--- src/rtl/vector_pkg.sv ---
// Shared constants, types and helpers for the 16-bit to 48-bit vector packer.
package vector_pkg;

  localparam int unsigned IN_W  = 16;
  localparam int unsigned SLOTS = 3;
  localparam int unsigned OUT_W = IN_W * SLOTS;
  localparam int unsigned CNT_W = 8;

  typedef logic [1:0] slot_t;

  typedef enum logic {
    EMIT_IDLE,
    EMIT_FULL
  } emit_state_e;

  localparam slot_t            LAST_SLOT     = slot_t'(SLOTS - 1);
  localparam logic [SLOTS-1:0] KEEP_FULL     = 3'b111;
  localparam slot_t            RST_SLOT      = slot_t'(0);
  localparam logic [OUT_W-1:0] RST_DATA      = '0;
  localparam logic [SLOTS-1:0] RST_KEEP      = '0;
  localparam logic [CNT_W-1:0] RST_FRAME_CNT = '0;

  // Ones for slots 0..s, where slot 0 is the MSB bit of the mask.
  function automatic logic [SLOTS-1:0] keep_mask(input slot_t s);
    return ~(KEEP_FULL >> (32'(s) + 32'd1));
  endfunction

  // Expands a keep mask into a per-bit data mask.
  function automatic logic [OUT_W-1:0] data_mask(input logic [SLOTS-1:0] k);
    logic [OUT_W-1:0] m;
    m = '0;
    for (int unsigned i = 0; i < SLOTS; i++) begin
      m[i*IN_W +: IN_W] = {IN_W{k[i]}};
    end
    return m;
  endfunction

endpackage

--- src/rtl/vector_packer_if.sv ---
// Stream bundle for the packer: 16-bit ingress and 48-bit egress handshakes.
interface vector_packer_if;
  import vector_pkg::*;

  logic             in_valid;
  logic             in_ready;
  logic [IN_W-1:0]  in_data;
  logic             in_last;
  logic             out_valid;
  logic             out_ready;
  logic [OUT_W-1:0] out_data;
  logic [SLOTS-1:0] out_keep;

  modport master (
    output in_valid, in_data, in_last, out_ready,
    input  in_ready, out_valid, out_data, out_keep
  );

  modport slave (
    input  in_valid, in_data, in_last, out_ready,
    output in_ready, out_valid, out_data, out_keep
  );

endinterface

--- src/rtl/vector_bitrev.sv ---
// Combinational IN_W-bit reverser; used by vector_packer when VECTOR_BITREV_EN is defined.
module vector_bitrev
  import vector_pkg::*;
(
  input  logic [IN_W-1:0] i_data,
  output logic [IN_W-1:0] o_data_c
);

  always_comb begin
    o_data_c = '0;
    for (int unsigned i = 0; i < IN_W; i++) begin
      o_data_c[i] = i_data[IN_W-1-i];
    end
  end

endmodule

--- src/rtl/vector_packer.sv ---
// Packs three 16-bit words into one 48-bit word, MSB slot first, flushing early on in_last.
// Define VECTOR_BITREV_EN to bit-reverse each word on ingress.
module vector_packer
  import vector_pkg::*;
(
  input  logic             clk,
  input  logic             rst_n,
  vector_packer_if.slave   io_bus,
  output logic [CNT_W-1:0] o_frame_cnt
);

  emit_state_e      r_emit;
  slot_t            r_slot;
  logic [OUT_W-1:0] r_acc;
  logic [OUT_W-1:0] r_data;
  logic [SLOTS-1:0] r_keep;
  logic [CNT_W-1:0] r_cnt;

  emit_state_e      w_emit_nxt;
  slot_t            w_slot_nxt;
  logic [OUT_W-1:0] w_acc_nxt;
  logic [OUT_W-1:0] w_data_nxt;
  logic [SLOTS-1:0] w_keep_nxt;
  logic [CNT_W-1:0] w_cnt_nxt;

  logic [IN_W-1:0]  w_word;
  logic [OUT_W-1:0] w_slotted;
  logic [SLOTS-1:0] w_keep_new;
  logic             w_in_ready;
  logic             w_accept;
  logic             w_complete;

`ifdef VECTOR_BITREV_EN
  vector_bitrev u_bitrev (
    .i_data   (io_bus.in_data),
    .o_data_c (w_word)
  );
`else
  assign w_word = io_bus.in_data;
`endif

  assign w_in_ready = (r_emit == EMIT_IDLE) || io_bus.out_ready;
  assign w_accept   = io_bus.in_valid && w_in_ready;
  assign w_complete = w_accept && ((r_slot == LAST_SLOT) || io_bus.in_last);
  assign w_slotted  = OUT_W'(w_word) << (IN_W * (SLOTS - 32'd1 - 32'(r_slot)));
  assign w_keep_new = keep_mask(r_slot);

  // Fill (slot/accumulator) and emit (output register) advance independently.
  always_comb begin
    w_emit_nxt = r_emit;
    w_slot_nxt = r_slot;
    w_acc_nxt  = r_acc;
    w_data_nxt = r_data;
    w_keep_nxt = r_keep;
    w_cnt_nxt  = r_cnt;

    if ((r_emit == EMIT_FULL) && io_bus.out_ready) begin
      w_emit_nxt = EMIT_IDLE;
    end

    if (w_complete) begin
      w_data_nxt = (r_acc | w_slotted) & data_mask(w_keep_new);
      w_keep_nxt = w_keep_new;
      w_emit_nxt = EMIT_FULL;
      w_slot_nxt = RST_SLOT;
      w_acc_nxt  = RST_DATA;
      if (io_bus.in_last) begin
        w_cnt_nxt = r_cnt + CNT_W'(1);
      end
    end else if (w_accept) begin
      w_slot_nxt = r_slot + slot_t'(1);
      w_acc_nxt  = r_acc | w_slotted;
    end
  end

  always_ff @(posedge clk or negedge rst_n) begin
    if (!rst_n) begin
      r_emit <= EMIT_IDLE;
      r_slot <= RST_SLOT;
      r_acc  <= RST_DATA;
      r_data <= RST_DATA;
      r_keep <= RST_KEEP;
      r_cnt  <= RST_FRAME_CNT;
    end else begin
      r_emit <= w_emit_nxt;
      r_slot <= w_slot_nxt;
      r_acc  <= w_acc_nxt;
      r_data <= w_data_nxt;
      r_keep <= w_keep_nxt;
      r_cnt  <= w_cnt_nxt;
    end
  end

  assign io_bus.in_ready  = w_in_ready;
  assign io_bus.out_valid = (r_emit == EMIT_FULL);
  assign io_bus.out_data  = r_data;
  assign io_bus.out_keep  = r_keep;
  assign o_frame_cnt      = r_cnt;

endmodule

--- src/flat_wrapper.sv ---
// flat-port wrapper written by rule: the top's interface ports become plain ports
module vector_packer_flat import vector_pkg::*;
  (clk, rst_n, o_frame_cnt, io_bus_in_valid, io_bus_in_data, io_bus_in_last, io_bus_out_ready, io_bus_in_ready, io_bus_out_valid, io_bus_out_data, io_bus_out_keep);
  vector_packer_if io_bus_i ();
  input  logic clk;
  input  logic rst_n;
  output logic [CNT_W-1:0] o_frame_cnt;
  input wire logic [$bits(io_bus_i.in_valid)-1:0] io_bus_in_valid;
  input wire logic [$bits(io_bus_i.in_data)-1:0] io_bus_in_data;
  input wire logic [$bits(io_bus_i.in_last)-1:0] io_bus_in_last;
  input wire logic [$bits(io_bus_i.out_ready)-1:0] io_bus_out_ready;
  output wire logic [$bits(io_bus_i.in_ready)-1:0] io_bus_in_ready;
  output wire logic [$bits(io_bus_i.out_valid)-1:0] io_bus_out_valid;
  output wire logic [$bits(io_bus_i.out_data)-1:0] io_bus_out_data;
  output wire logic [$bits(io_bus_i.out_keep)-1:0] io_bus_out_keep;
  assign io_bus_i.in_valid = io_bus_in_valid;
  assign io_bus_i.in_data = io_bus_in_data;
  assign io_bus_i.in_last = io_bus_in_last;
  assign io_bus_i.out_ready = io_bus_out_ready;
  assign io_bus_in_ready = io_bus_i.in_ready;
  assign io_bus_out_valid = io_bus_i.out_valid;
  assign io_bus_out_data = io_bus_i.out_data;
  assign io_bus_out_keep = io_bus_i.out_keep;
  vector_packer u_core (.clk(clk), .rst_n(rst_n), .io_bus(io_bus_i), .o_frame_cnt(o_frame_cnt));
endmodule
--- config.mk ---
export PLATFORM = sky130hd
export DESIGN_NAME = vector_packer_flat
export DESIGN_NICKNAME = d
export VERILOG_FILES = /design/src/rtl/vector_pkg.sv /design/src/rtl/vector_packer_if.sv /design/src/rtl/vector_bitrev.sv /design/src/rtl/vector_packer.sv /design/src/flat_wrapper.sv
export SDC_FILE = /design/constraint.sdc
export NUM_CORES = 1
export LEC_CHECK = 0
export ABC_AREA = 0
export CAP_MARGIN = 25
export CELL_PAD_IN_SITES_DETAIL_PLACEMENT = 0
export CELL_PAD_IN_SITES_GLOBAL_PLACEMENT = 1
export CORE_ASPECT_RATIO = 1.1
export CORE_MARGIN = 3
export CORE_UTILIZATION = 40
export DETAILED_ROUTE_END_ITERATION = 8
export PLACE_DENSITY = 0.78
export SLEW_MARGIN = 30
export SYNTH_ARGS = -nofsm -noshare
export SYNTH_HDL_FRONTEND = slang
export SYNTH_SLANG_ARGS = --single-unit
--- constraint.sdc ---
create_clock -name clk -period 2.1 [get_ports clk]
set_input_delay 0.525 -clock clk [delete_from_list [all_inputs] [get_ports clk]]
set_output_delay 0.525 -clock clk [all_outputs]
set_load 0.1 [all_outputs]
==> flow_summary.yaml, run 1 <==
drt:
  dr.pass1.iters: 4
  wirelength_um: 11430
  drcViolationCount: 0
  vias: 3602
  vias_per_cell: 5.168
  drtIter0Drc: 205
  drtAntennaViolNets: 0
  wl_per_cell_um: 16.40
critical_path:
  required_ns: 1.57
  cp_slowest_stage_delay_ns: 0.41
  cp_common_cell: "buf_12"
  critPathMaxFanout: 9
  crit_type: "in -> out"
  crit_path_cell_trace: "clkdlybuf4s50_1, nor2b_2, buf_12, clkinvlp_4, buf_12"
  start_kind: "primary input"
  critPathSlowestCell: "clkdlybuf4s50_1"
  cp_data_arrival_time_ns: 1.53
  end_kind: "output pin"
floorplanning:
  io_pins: 82
  die_h_um: 116.7
  start_util_pct: 41.92
  die_x_um: 106.7
  core_area_sq_mm: 0.01064
  placement_rows: 39
  die_area_sq_mm: 0.01245
logic_synthesis:
  synth-xor-area-share_pct: 1.375
  ys_ff_latch: 110
  ys_types: 26
  yosys.area_share.simple_pct: 15.52
  synth_cells: 450
  synthTopCellsByArea: "dfrtp_1 62%, a21oi_1 10%, nand2_1 5.2%"
  yosys_warnings: 0
  synth_fa_ha_area_share_pct: 1.122
  yosysSeqAreaShare_pct: 61.73
  syn_nets: 475
  yosysTopAreaCell: "dfrtp_1"
  synthMuxAreaShare_pct: 0.2525
  yosysTopAreaCellShare_pct: 61.73
  syn_area_sq_mm: 0.004459
  synth.avg_cell_area_sq_um: 9.910
  synth-compound-area-share_pct: 16.55
  synth_top_family_by_area: "compound AO/OA/AOI/OAI gates"
cells_and_area:
  diodes: 0
  layout_commonest_cell: "dfrtp_1"
  fin_cells: 697
  area_growth_pct: 32.21
  final_cell_mix: "109 x dfrtp_1, 90 x a21oi_1, 82 x buf_4"
  seq_area_sq_mm: 0.002756
  fillCellCount: 997
  multiInputGateArea_sq_mm: 0.001579
  nets: 574
  drive_gt1_share_pct: 21.48
  fin_util_pct: 55.42
clock_network:
  clock_path_buffers: 2
  clock_latency_ns: 0.35
  cts_tree: "done"
  h-tree-depth: 3
  clk_pin_slew_worst_paths_ns: 0.07
  clockRootBuffer: "clkbuf_16"
  cts.sinks: 110
  cts_setup_buffers: 0
  numCtsBuffers: 9
power_and_ir_drop:
  ir_worst_vdd_uv: 1314
  p_leak_nw: 2.770
  power_per_cell_area_mw_per_mm2: 1701
timing:
  rsz0062_at_grt: "false"
  slew_violations: 0
  finClkSkew_ns: 0.008920
  finalHoldViolCount: 0
  post-route-period-util_pct: 97.91
  tightest_slew_ns: 0.5466
  layout_min_cycle_time_ns: 2.056
  slew_headroom_pct: 63.44
  fmax_ghz: 0.4864
  setup-violations-final: 0
placement:
  gp_congestion: 0.7736
  hpwl_um: 8032
  io_buffers: 81
  dp.cells: 681
grt:
  grt_max_degree: 63
  grt_usage_pct: 19.57
  antenna_found_initial: 0
  grt_pass1_wl_um: 19060
  grt_overflow_total: 0
  grt_pass1_vias: 3674
status:
  outcome: "finished clean"
job:
  drv_cap: 0
hold_path:
  hp-class: "in -> async"
sequential cells by signal, indices dropped and copies added, names as in the netlist:
name / flops
u_core.io_bus.out_valid: 1
u_core.o_frame_cnt: 8
u_core.r_acc: 48
u_core.r_slot: 2
u_core.io_bus.out_keep: 3
u_core.io_bus.out_data: 48
worst max-delay path: cells and delay by family:
family	cells	cell delay [ns]
simple gates	1	0.16
buf+inv	4	0.83
kinds of logic after synthesis:
| logic type | Yosys count |
|---|---|
| multiplexers | 1 |
| AO/OA/AOI/OAI | 146 |
| AND/OR/NAND/NOR | 153 |
| XOR/XNOR | 7 |
| buffers and inverters | 29 |
| adder cells (fa/ha/maj) | 4 |
| flip-flops | 110 |
power breakdown:
group / switching [mW] / internal, mW
registers: 0.440 / 2.79
logic: 3.72 / 1.27
clock network: 0.768 / 1.05
total: 4.92 / 5.10
path summary, 6_finish.rpt:
path	from	endpoint	slack [ns]	cells after the start
setup reg to reg	u_core.r_slot[0]	u_core.r_acc[39]	0.26	7
hold reg to reg	u_core.io_bus.out_keep[2]	u_core.io_bus.out_keep[2]	0.47	1
min in group clk	u_core.io_bus.out_keep[2]	u_core.io_bus.out_keep[2]	0.47	1
max in group asynchronous	rst_n	u_core.io_bus.out_valid	1.47	2
hold / removal	rst_n	u_core.io_bus.out_data[33]	0.06	1
setup / recovery	io_bus_out_ready	io_bus_in_ready	0.04	5
Yosys cell counts:
cell and number:
nor2b_1 18, a31oi_1 6, nor4_4 1, nor3_2 2
clkbuf_1 9, nor3_1 4, nand2b_1 4, xnor2_1 5
nor3_4 1, inv_1 4, a21oi_1 90, nand2_1 62
nand3_1 4, ha_1 4, and3_1 1, nor2_1 53
o21ai_0 23, dfrtp_1 110, buf_2 12, xor2_1 2
buf_6 4, mux2_2 1, and2_0 1, nand4_1 1
or3_1 1, o21ai_1 27
routing by layer:
| metal | share of wire (%) | global-route usage, % | vias to the layer above |
|---|---|---|---|
| met3 | 5.5 | 3.427 | 17 |
| met1 | 45 | 26.51 | 1763 |
| met2 | 48 | 31.61 | 93 |
| met5 | 0 | 0 | - |
| met4 | 1.7 | 7.758 | 0 |
| li1 | - | - | 1729 |
stage by stage:
step	cell area, sq um	hold slack, ns	setup WS [ns]	total power [mW]	setup TNS (ns)
after CTS	5873	0.05632	0.05358	10.10	0
after global placement	5554	0.4312	-0.1436	8.191	-7.574
after detailed placement	5554	0.4346	-0.1950	8.265	-9.071
after global routing	5896	0.06908	0.001237	10.56	0
after floorplan	4467	0.2294	0.07103	6.805	0
final	5896	0.05582	0.04392	10.03	0
what timing repair did:
item | 4_1_cts | 5_1_grt
gates resized for setup | 1 | 3
setup endpoints to repair | 1 | 22
hold buffers | 0 | 0
final cells by class:
| cell class | count | share of cell area, % |
|---|---|---|
| inverter | 4 | 0.3183 |
| clock buffer | 11 | 3.947 |
| clock inverter | 5 | 1.422 |
| timing repair buffer | 113 | 17.74 |
| tap | 143 | 3.035 |
| multi-input combinational | 311 | 26.78 |
| sequential | 110 | 46.75 |
Power figures use the tool's default switching activity.
==> inputs of run 2 (changes only) <==
--- a/config.mk
+++ b/config.mk
@@ -13,6 +13,7 @@
 export CORE_MARGIN = 3
 export CORE_UTILIZATION = 40
 export DETAILED_ROUTE_END_ITERATION = 8
+export GPL_ROUTABILITY_DRIVEN = 0
 export PLACE_DENSITY = 0.78
 export SLEW_MARGIN = 30
 export SYNTH_ARGS = -nofsm -noshare
==> results of run 2 <==
No change in the layout: final DEF, timing and power equal those of run 1.
